$ cat src/rtl/lbdr_input_fifo_if.sv
// lbdr_input_fifo_if: flit-in / head-out bundle between a router input port, its LBDR stage and the allocator.
// master: upstream link plus downstream consumer (drives rx_data, valid_in, rd_en).
// slave : the input FIFO (drives dout, flit_id, dst_addr, empty, full, credit_out, err_*).
interface lbdr_input_fifo_if #(parameter int DATA_WIDTH = 32);
    logic [DATA_WIDTH-1:0] rx_data;
    logic                  valid_in;
    logic                  rd_en;
    logic [DATA_WIDTH-1:0] dout;
    logic [2:0]            flit_id;
    logic [3:0]            dst_addr;
    logic                  empty;
    logic                  full;
    logic                  credit_out;
    logic                  err_overflow;
    logic                  err_framing;
    modport master (output rx_data, valid_in, rd_en,
                    input  dout, flit_id, dst_addr, empty, full, credit_out, err_overflow, err_framing);
    modport slave  (input  rx_data, valid_in, rd_en,
                    output dout, flit_id, dst_addr, empty, full, credit_out, err_overflow, err_framing);
endinterface

$ cat src/rtl/lbdr_input_fifo.sv
// lbdr_input_fifo: circular first-word-fall-through flit buffer feeding LBDR, with credit return and sticky errors.
// Ports: clk, rst (async active-high), bus (slave): rx_data/valid_in in, rd_en pop, dout/flit_id/dst_addr/empty head view,
// full, credit_out (one pulse per popped flit), err_overflow, err_framing.
// Optional: `define LBDR_FIFO_PKT_CHECK_EN builds the packet framing checker; otherwise err_framing is tied to 0.
module lbdr_input_fifo #(
    parameter int DATA_WIDTH = 32,
    parameter int DEPTH      = 4
) (
    input logic               clk,
    input logic               rst,
    lbdr_input_fifo_if.slave  bus
);
    localparam int AW = $clog2(DEPTH);
    localparam logic [2:0] HEADER  = 3'b001;
    localparam logic [2:0] PAYLOAD = 3'b010;
    localparam logic [2:0] TAIL    = 3'b100;
    logic [DATA_WIDTH-1:0] mem [DEPTH];
    logic [AW-1:0]         wr_ptr, rd_ptr;
    logic [AW:0]           count;
    logic [3:0]            dst_hold;
    logic                  wr_ok, rd_ok, err_ov_r, credit_r;
    assign bus.empty    = count == '0;
    assign bus.full     = count == (AW+1)'(DEPTH);
    // a pop frees a slot in the same cycle, so a full FIFO still takes a write alongside a read
    assign wr_ok        = bus.valid_in && (!bus.full || bus.rd_en);
    assign rd_ok        = bus.rd_en && !bus.empty;
    assign bus.dout     = mem[rd_ptr];
    assign bus.flit_id  = bus.dout[DATA_WIDTH-1 -: 3];
    // payload/tail flits carry no address; reuse the one latched when their header left
    assign bus.dst_addr = bus.flit_id == HEADER ? bus.dout[3:0] : dst_hold;
    assign bus.credit_out   = credit_r;
    assign bus.err_overflow = err_ov_r;
    always_ff @(posedge clk)
        if (wr_ok) mem[wr_ptr] <= bus.rx_data;
    always_ff @(posedge clk or posedge rst) begin
        if (rst) begin
            wr_ptr   <= '0;
            rd_ptr   <= '0;
            count    <= '0;
            dst_hold <= '0;
            credit_r <= 1'b0;
            err_ov_r <= 1'b0;
        end else begin
            wr_ptr   <= wr_ptr + AW'(wr_ok);
            rd_ptr   <= rd_ptr + AW'(rd_ok);
            count    <= count + (AW+1)'(wr_ok) - (AW+1)'(rd_ok);
            dst_hold <= rd_ok && bus.flit_id == HEADER ? bus.dout[3:0] : dst_hold;
            credit_r <= rd_ok;
            err_ov_r <= err_ov_r | (bus.valid_in && bus.full && !bus.rd_en);
        end
    end
`ifdef LBDR_FIFO_PKT_CHECK_EN
    typedef enum logic {IDLE, BODY} state_t;
    state_t     state, state_nxt;
    logic [2:0] in_id;
    logic       frame_bad, err_fr_r;
    assign in_id = bus.rx_data[DATA_WIDTH-1 -: 3];
    always_ff @(posedge clk or posedge rst) begin
        if (rst) begin
            state    <= IDLE;
            err_fr_r <= 1'b0;
        end else begin
            state    <= state_nxt;
            err_fr_r <= err_fr_r | frame_bad;
        end
    end
    // offending flits are still stored; the checker only flags them
    always_comb begin
        state_nxt = state;
        frame_bad = 1'b0;
        if (wr_ok && state == IDLE) begin
            state_nxt = in_id == HEADER ? BODY : IDLE;
            frame_bad = in_id == PAYLOAD || in_id == TAIL;
        end else if (wr_ok) begin
            state_nxt = in_id == TAIL ? IDLE : BODY;
            frame_bad = in_id == HEADER;
        end
    end
    assign bus.err_framing = err_fr_r;
`else
    assign bus.err_framing = 1'b0;
`endif
endmodule

$ cat src/flat_wrapper.sv
// flat-port wrapper written by rule: the top's interface ports become plain ports
module lbdr_input_fifo_flat 
#(
    parameter int DATA_WIDTH = 32,
    parameter int DEPTH      = 4
)
  (clk, rst, bus_rx_data, bus_valid_in, bus_rd_en, bus_dout, bus_flit_id, bus_dst_addr, bus_empty, bus_full, bus_credit_out, bus_err_overflow, bus_err_framing);
  lbdr_input_fifo_if #(.DATA_WIDTH(DATA_WIDTH)) bus_i ();
  input logic clk;
  input logic rst;
  input wire logic [$bits(bus_i.rx_data)-1:0] bus_rx_data;
  input wire logic [$bits(bus_i.valid_in)-1:0] bus_valid_in;
  input wire logic [$bits(bus_i.rd_en)-1:0] bus_rd_en;
  output wire logic [$bits(bus_i.dout)-1:0] bus_dout;
  output wire logic [$bits(bus_i.flit_id)-1:0] bus_flit_id;
  output wire logic [$bits(bus_i.dst_addr)-1:0] bus_dst_addr;
  output wire logic [$bits(bus_i.empty)-1:0] bus_empty;
  output wire logic [$bits(bus_i.full)-1:0] bus_full;
  output wire logic [$bits(bus_i.credit_out)-1:0] bus_credit_out;
  output wire logic [$bits(bus_i.err_overflow)-1:0] bus_err_overflow;
  output wire logic [$bits(bus_i.err_framing)-1:0] bus_err_framing;
  assign bus_i.rx_data = bus_rx_data;
  assign bus_i.valid_in = bus_valid_in;
  assign bus_i.rd_en = bus_rd_en;
  assign bus_dout = bus_i.dout;
  assign bus_flit_id = bus_i.flit_id;
  assign bus_dst_addr = bus_i.dst_addr;
  assign bus_empty = bus_i.empty;
  assign bus_full = bus_i.full;
  assign bus_credit_out = bus_i.credit_out;
  assign bus_err_overflow = bus_i.err_overflow;
  assign bus_err_framing = bus_i.err_framing;
  lbdr_input_fifo #(.DATA_WIDTH(DATA_WIDTH), .DEPTH(DEPTH)) u_core (.clk(clk), .rst(rst), .bus(bus_i));
endmodule
$ cat config.mk
export PLATFORM = sky130hd
export DESIGN_NAME = lbdr_input_fifo_flat
export DESIGN_NICKNAME = d
export VERILOG_FILES = /design/src/rtl/lbdr_input_fifo_if.sv /design/src/rtl/lbdr_input_fifo.sv /design/src/flat_wrapper.sv
export SDC_FILE = /design/constraint.sdc
export NUM_CORES = 1
export LEC_CHECK = 0
export CAP_MARGIN = 25
export CORE_MARGIN = 2
export CORE_UTILIZATION = 52
export CTS_CLUSTER_DIAMETER = 40
export DETAILED_ROUTE_END_ITERATION = 8
export GPL_ROUTABILITY_DRIVEN = 0
export PLACE_DENSITY = 0.86
export SLEW_MARGIN = 5
export SYNTH_ARGS = -nofsm -noshare
export SYNTH_HDL_FRONTEND = slang
export SYNTH_SLANG_ARGS = --single-unit
$ cat constraint.sdc
create_clock -name clk -period 10.75 [get_ports clk]
set_input_delay 1.6125 -clock clk [delete_from_list [all_inputs] [get_ports clk]]
set_output_delay 1.6125 -clock clk [all_outputs]
set_load 0.02 [all_outputs]
Word level (Yosys, flattened, before mapping) --
Memories as Yosys holds them, arrays and structs flattened. Cells that the tools add are included.
Word-level totals: flip-flop bits (word level) 13, RAM bits 128, input bits 36, output and inout port bits 44, logic and storage cells 27, memories 1
Memory list:
- u_core.mem | words 4, width 32, read ports 1, clocked after Yosys merged registers in 0, wr ports 1, line lbdr_input_fifo.sv:17 | logic [DATA_WIDTH-1:0] mem [DEPTH];
Operators by class: add/subtract/negate cells 4, eq/ne operators 2, mux-type cells 3, bitwise gates (word level) 1, reduce and logical (&&, ||, !) cells 10
Operator list (count):
- logical AND 1 bit | 5
- adder 2 x 1 -> 2 bit | 2
- two-way mux 4 bit | 1
- adder 3 x 1 -> 3 bit | 1
- equality test 3 x 1 -> 1 bit (second input constant) | 1
- equality test 3 bit (second input constant) | 1
- zero test 1 bit | 3
- zero test 3 bit | 1
- subtractor 3 x 1 -> 3 bit | 1
- two-way mux 1 bit | 2
- logical OR 1 bit | 1
- OR 1 bit | 1

Longest topological paths before layout --
Gate-level depths: netlist of the first run.
word-level depth 6, gate-level depth with buffers 8, gate-level depth less buffers 8

Worst setup path after synthesis of the first run --
OpenSTA, ideal clock, no wires.
kind input to register, start point in bus_rd_en, end point mem u_core.mem[1][0] (enable), setup time 468 ps, arrival 4254 ps, required time 10282 ps, setup slack 6028 ps, stages 3, buffers on the path 0, cells stage by stage nor4b_1 -> nand2b_1 -> nor3b_1
Between the ends: longest elaborated chain between the ends 4
RTL lines:
- from (decl) | line flat_wrapper.sv:13 | input wire logic [$bits(bus_i.rd_en)-1:0] bus_rd_en;
- logical OR 1 bit | line lbdr_input_fifo.sv:25 | assign wr_ok = bus.valid_in && (!bus.full || bus.rd_en);
- logical AND 1 bit | line lbdr_input_fifo.sv:25
- two-way mux 1 bit | line lbdr_input_fifo.sv:34 | if (wr_ok) mem[wr_ptr] <= bus.rx_data;
- two-way mux 1 bit (not written as such) | line lbdr_input_fifo.sv:34
- to (decl) | line lbdr_input_fifo.sv:17
Every way passes these cells.

Worst setup path after layout of the first run --
start point reg u_core.rd_ptr[1], end point out bus_dst_addr[3]
Between the ends: longest elaborated chain between the ends 3
RTL lines:
- from (decl) | line lbdr_input_fifo.sv:18 | logic [AW-1:0] wr_ptr, rd_ptr;
- from (signal assigned) | line lbdr_input_fifo.sv:45 | rd_ptr <= rd_ptr + AW'(rd_ok);
- memory read (4 x 32 bit) *
- equality test 3 x 1 -> 1 bit | line lbdr_input_fifo.sv:30 | assign bus.dst_addr = bus.flit_id == HEADER ? bus.dout[3:0] : dst_hold;
- two-way mux 4 bit * | line lbdr_input_fifo.sv:30
- to (decl) | line flat_wrapper.sv:16 | output wire logic [$bits(bus_i.dst_addr)-1:0] bus_dst_addr;
Mark *: on every way between the ends. The rest lies on a longest branch, timed or not.

==> results of run 1 <==
-- state kept, by name, indices dropped and copies added, names as in the netlist --
register / count
u_core.dst_hold: 4
u_core.count: 3
u_core.wr_ptr: 2
u_core.bus.credit_out: 1
u_core.rd_ptr: 2
u_core.bus.err_overflow: 1
u_core.mem: 128
-- worst max path at each step --
stage                           from                to  cells after the start
finish              u_core.rd_ptr[1]   bus_dst_addr[3]                      4
detailed placement  u_core.rd_ptr[1]   bus_dst_addr[3]                      4
global placement    u_core.rd_ptr[0]   bus_dst_addr[1]                      4
global route        u_core.rd_ptr[1]   bus_dst_addr[3]                      4
floorplan                  bus_rd_en  u_core.mem[1][0]                      3
CTS                 u_core.rd_ptr[1]   bus_dst_addr[3]                      4
-- logic make-up (layout without fill, tap and decap cells) --
kind of cell             Yosys count  in the layout
AO/OA/AOI/OAI                      2              2
XOR/XNOR                           4              4
adder cells (fa/ha/maj)            5              5
buffers and inverters             18            123
flip-flops                       141            141
multiplexers                      40             40
other                              1              1
AND/OR/NAND/NOR                   10             10
-- worst max-delay path, cell delays in order (launching register included) --
cell	delay [ns]
dfrtp_2	0.89
mux4_2	0.49
nor3b_2	0.36
mux2_2	0.38
clkdlybuf4s50_1	0.54
-- placed cells by master (no fill, tap or decap) --
cell type	synthesis	final
nor3_1	2	1
clkinvlp_4	0	4
dfrtp_1	13	11
buf_12	0	1
nor4b_1	1	1
nor3_2	0	1
clkinv_1	0	5
o31ai_1	1	1
buf_4	4	4
mux4_2	32	32
ha_1	4	4
clkbuf_8	0	2
fa_1	1	1
xnor2_1	1	1
edfxtp_1	128	128
and3_1	2	1
inv_1	7	7
conb_1	1	1
mux2_2	8	8
and3_2	0	1
nor4b_4	1	1
nor3b_2	1	3
clkbuf_16	0	16
bufinv_16	0	3
nand2b_1	1	1
inv_6	0	1
xor2_1	3	3
a21o_1	1	1
clkdlybuf4s50_1	0	78
clkbuf_1	2	2
dfrtp_2	0	2
-- through the flow --
stage,util,total power [mW],hold WS [ns],setup WS [ns]
final,0.694,2.08,0.465,5.94
after global routing,0.694,2.17,0.491,5.78
after CTS,0.692,2.10,0.471,5.90
after detailed placement,0.634,1.53,0.448,6.46
after global placement,0.632,1.50,0.439,6.06
after floorplan,-,1.24,0.477,6.03
-- cell type report --
cell class	count	area [µm²]
tap	133	166
clock inverter	13	148
multi-input combinational	62	1040
fill	604	3000
inverter	7	26.3
clock buffer	19	422
sequential	141	4170
timing repair buffer	84	845
-- per-layer routing --
layer / up-vias / global-route usage
met5: - / 0
met4: 0 / 0.0914
met3: 16 / 0.0630
met2: 89 / 0.308
met1: 1294 / 0.223
li1: 1104 / -
-- report_power, final --
| part | switching, mW | leakage (nW) | internal (mW) |
|---|---|---|---|
| combinational | 0.342 | 0.712 | 0.370 |
| clock | 0.208 | 0.262 | 0.349 |
| sequential | 0.0818 | 1.32 | 0.731 |
| total | 0.631 | 2.30 | 1.45 |
==> results by group, run 1 <==
Synthesis
  • Syn_area_per_cell: around 24 µm²
  • Area leader, netlist: edfxtp_1
  • Yosys top cell area share: 0.727
  • Post-synthesis cell type count: 24
  • YS warnings: 0
  • Sequential area share after synthesis: 0.789
  • Ys flop type: edfxtp_1
  • Async set or reset register ratio after synthesis: 0.0922
  • Post-synthesis adder-cell area fraction: 0.0133
  • Post-Syn Instances: roughly 220
  • Register bit total from synthesis: 141
  • Count leader, synth: edfxtp_1
  • Mux cell area share after synthesis: 0.153
  • Largest family of logic cells by synthesized area: multiplexers
  • Post-synth EDFFs: 128
  • Mapped cell area: 5290 µm²
  • Most frequent cells after synthesis: 128 x edfxtp_1, 32 x mux4_2, 13 x dfrtp_1
  • Top cells by area, synth: edfxtp_1 73%, mux4_2 14%, dfrtp_1 6.2%
  • Synth Area in XOR/XNOR: 0.00663
  • Post-synthesis simple-gate area fraction: 0.0168
  • Synth Area in Compound Gates: 0.00284
  • Mapped Nets: approximately 260

Detailed routing
  • Highest metal used: met4
  • Antenna-violating nets left: 0
  • Met1 wire length: between 3 and 4 mm
  • Vias per inst: between 5 and 6
  • Via count: about 2500
  • Met2 wire len: 5.13 mm
  • DR iter-0 viols: 100
  • DRT Pass-1 Iters: 4
  • WL final: between 9 and 10 mm
  • Drt drc: 0
  • Routed wire per std cell: roughly 21 µm
  • Routed wl met3: about 470 µm

Clocking
  • CTS Buffer Depth: 2
  • H-tree depth: 4
  • Clock net sink count: 141
  • CTS clk-pin slew, worst paths: about 0.06 ns
  • Post-CTS setup buffer count: 0
  • CTS tree: built
  • Clock latency on the worst-skew pair: 0.52 ns
  • CTS Root Cell: clkbuf_8
  • Resize count post-CTS: 0
  • Hold-fix buffers, CTS: 0
  • Cts bufs inserted: 17

Place
  • Placed cell count: between 400 and 500
  • HPWL after detailed placement: between 5 and 6 mm
  • Area post-placement: just over 6000 µm²
  • I/O Buffers: 78

Cells and area
  • Nets: 354
  • Non-Filler Instances: approximately 460
  • # diodes: 0
  • P&R area growth vs syn: 29.0%
  • Share of post-route cells with drive strength above 1: 0.242
  • Final Instance Area: between 6000 and 7000 µm²

Setup path
  • Kind of critical path: flip-flop to output port
  • R2R setup slack: about 8.2 ns
  • CP Data Arrival Time: approximately 3.2 ns
  • RR Startpoint: u_core.count[1]
  • CP endpoint kind: output port
  • Reg-to-Reg End: u_core.count[2]
  • Required @ worst endpoint: just over 9 ns
  • Worst-path maximum fanout: 33
  • FF-to-FF path depth: 8
  • Crit path launch type: flip-flop

Floorplan
  • Initial Util: 0.538
  • Core area: 9820 µm²
  • Io pins: 80
  • Rows: 36
  • Die height: around 100 µm
  • Die Wd: 105 µm
  • Die area: 11000 µm²

Global route
  • Initial antenna violation count: 0
  • Overflow after GRT: 0
  • First-pass GRT wire length: between 10 and 15 mm
  • Vias in the first global route: about 2700
  • All-Layer GR Usage: 0.187
  • Largest net degree at the start of global routing: 34

STA
  • Worst slew pin tran: between 0.9 and 1 ns
  • Setup Viol. Count Final: 0
  • RSZ-0062 raised after global routing: false
  • Clk_skew: 0.00922 ns
  • Normalized max-slew margin: 0.360
  • Min cycle time layout: just under 5 ns
  • Setup_tns: 0 ns
  • Final Max Tran Viols: 0
  • Period Utilization, post-route: 0.447
  • FMAX: 0.208 GHz
  • Final Hold Viols: 0

Min path
  • Min-delay src: u_core.bus.err_overflow
  • Worst hold path type: flip-flop to flip-flop
  • Hold Path End: u_core.bus.err_overflow
  • Hold path depth: 1

Power and ir drop
  • P per Cell Area: 305 nW/µm²
  • Peak supply drop: 0.148 mV
  • Lkg Pwr: about 2.3 nW

Run
  • Number of max-cap violations: 0

Outcome
  • Outcome: completed
Note: power is estimated with default switching activity, not from simulation.
==> inputs of run 2 (changes only) <==
clock period = 4.6 ns   (was 10.75 ns; I/O delays follow)
==> run 2 against run 1 <==
  * Sequential power up 130%
  * Setup slack lost 5.3 ns
  * Count of clock-buffer cells in the layout shrank 1
  * Clock power grew 140%
  * Register-to-register slack worse by 6.1 ns
  * Sequential share of layout area is essentially flat
  * Combinational power up 130%
  * Power grew 130%
  * Largest cell class unchanged
  * Highest routed layer unchanged
==> results by group, run 2 (synthesized netlist as in run 1, its figures left out) <==
Clocking
  • CTS tree: built
  • CTS Buffer Depth: 2 (unchanged)
  • Clock net sink count: 141 (unchanged)
  • Cts bufs inserted: 17 (unchanged)
  • Clock latency on the worst-skew pair: 0.51 ns (about the same)
  • Post-CTS setup buffer count: 0 (unchanged)
  • CTS clk-pin slew, worst paths: 0.06 ns (about the same)
  • CTS Root Cell: clkbuf_8
  • Hold-fix buffers, CTS: 0 (unchanged)
  • Resize count post-CTS: 0 (unchanged)
  • H-tree depth: 4 (unchanged)

Setup path
  • Crit path launch type: flip-flop
  • CP endpoint kind: output port
  • Crit path max-delay cell type: dfrtp_2
  • Required @ worst endpoint: 3.91 ns (-5.23 ns)
  • Worst-path maximum fanout: 33 (unchanged)
  • Worst path cell trace: mux4_2 > nor3b_2 > mux2_2 > clkdlybuf4s50_1
  • Worst setup startpoint: u_core.rd_ptr[1]
  • Kind of critical path: flip-flop to output port
  • R2R setup slack: 2.14 ns (-6.10 ns)
  • Reg-to-Reg End: u_core.count[2]
  • FF-to-FF path depth: 8 (unchanged)
  • CP Data Arrival Time: 3.24 ns (+0.05 ns)
  • Largest stage delay on the critical path: 0.91 ns (+0.02 ns)
  • RR Startpoint: u_core.count[2]
  • Worst setup path end: bus_dst_addr[3]

Global route
  • Vias in the first global route: 2704 (+1.1%)
  • Initial antenna violation count: 0 (unchanged)
  • Overflow after GRT: 0 (unchanged)
  • First-pass GRT wire length: 14.4 mm (-1.8%)
  • All-Layer GR Usage: 0.182 (-0.00569)
  • Largest net degree at the start of global routing: 34 (unchanged)

Floorplan
  • Io pins: 80 (unchanged)
  • Die height: 105 µm (unchanged)
  • Die area: 11000 µm² (unchanged)
  • Core area: 9820 µm² (unchanged)
  • Initial Util: 0.538 (unchanged)
  • Die Wd: 105 µm (unchanged)
  • Rows: 36 (unchanged)

Outcome
  • Outcome: completed

Cells and area
  • Nets: 354 (unchanged)
  • Fill count: 645 (+6.8%)
  • P&R area growth vs syn: 29.0% (about the same)
  • # diodes: 0 (unchanged)
  • Highest-count cells in the layout ignoring fill and taps: 128 x edfxtp_1, 78 x clkdlybuf4s50_1, 32 x mux4_2, 16 x clkbuf_16, 11 x dfrtp_1
  • Largest Register: u_core.mem
  • Regs by FF count: u_core.mem: 128 flops, u_core.dst_hold: 4 flops, u_core.count: 3 flops
  • Share of post-route cells with drive strength above 1: 0.255 (+0.0131)
  • Max reg flops: 128 (unchanged)
  • Final Util: 0.695 (about the same)
  • Commonest non-fill, non-tap cell in the layout: edfxtp_1
  • Non-Filler Instances: 458 (-0.22%)

STA
  • Period Utilization, post-route: 0.854
  • FMAX: about 0.25 GHz
  • Normalized max-slew margin: 0.358 (-0.00150)
  • Setup_tns: 0 ns (unchanged)
  • Clk_skew: 0.00855 ns (-0.000675 ns)
  • Worst slew pin tran: 0.959 ns (+0.00325 ns)
  • Min cycle time layout: 3.93 ns
  • RSZ-0062 raised after global routing: false
  • Final Max Tran Viols: 0 (unchanged)
  • Final Hold Viols: 0 (unchanged)
  • Final worst slack: 0.674 ns (-5.27 ns)
  • Setup Viol. Count Final: 0 (unchanged)

Power and ir drop
  • P per Cell Area: 716 nW/µm² (+130%)
  • Peak supply drop: 0.399 mV (+170%)
  • Final Total Pwr: 4.88 mW (+130%)
  • Lkg Pwr: 2.32 nW (+1.0%)

Detailed routing
  • Via count: 2437 (-2.6%)
  • DRT Pass-1 Iters: 4 (unchanged)
  • DR iter-0 viols: 103 (+3.0%)
  • WL final: 9.21 mm (-4.1%)
  • Antenna-violating nets left: 0 (unchanged)
  • Vias per inst: 5.32 (-2.4%)
  • Drt drc: 0 (unchanged)
  • Routed wire per std cell: 20.1 µm (-3.9%)

Run
  • Number of max-cap violations: 0 (unchanged)

Place
  • Placed cell count: 427 (+0.47%)
  • I/O Buffers: 78 (unchanged)
  • Worst setup slack after placement: 1.19 ns (-5.27 ns)
  • HPWL after detailed placement: 5.47 mm (-2.1%)

Min path
  • Min-delay src: u_core.bus.err_overflow
  • Worst hold path type: flip-flop to flip-flop
==> run 2: layer usage <==
metal	up-vias	global-route usage	wire [µm]
met5	-	0	0
met4	0	0.0924	222
met3	18	0.0561	467
met2	76	0.308	4800
met1	1244	0.209	3720
li1	1099	-	-
==> run 2: final cells by class <==
| class | count | area (µm²) | share of cell area |
|---|---|---|---|
| Clock buffer | 18 | 418 | 0.0613 |
| Clock inverter | 13 | 174 | 0.0255 |
| Inverter | 7 | 26.3 | 0.00385 |
| Multi-Input combinational cell | 62 | 1040 | 0.152 |
| Sequential cell | 141 | 4170 | 0.612 |
| Tap cell | 133 | 166 | 0.0244 |
| Timing Repair Buffer | 84 | 826 | 0.121 |
==> run 2: worst min-delay path by stage <==
stage                                    endpoint  slack (ns)  depth (start not counted)
after global routing      u_core.bus.err_overflow        0.48                          1
after global placement    u_core.bus.err_overflow        0.44                          1
after CTS                 u_core.bus.err_overflow        0.46                          1
final                     u_core.bus.err_overflow        0.45                          1
after detailed placement  u_core.bus.err_overflow        0.44                          1
after floorplan                u_core.dst_hold[0]        0.48                          1
==> run 2: critical path: cells and delay by family, from the launching register on <==
kind                   cells  cell delay, ns
DFF                        1            0.91
muxes                      2            0.87
buffers and inverters      1            0.55
and+or+nand+nor            1            0.38
==> run 2: power breakdown <==
part	internal, mW	switching, mW
Clock	0.871	0.481
Sequential	1.71	0.175
Combinational	0.849	0.799
Total	3.43	1.46
==> run 2: per-stage QoR <==
stage	instance area, µm²	hold WS (ns)
2_1_floorplan	5290	0.477
3_3_place_gp	6230	0.439
3_5_place_dp	6230	0.445
4_1_cts	6820	0.458
5_1_grt	6820	0.484
6_report	6820	0.454
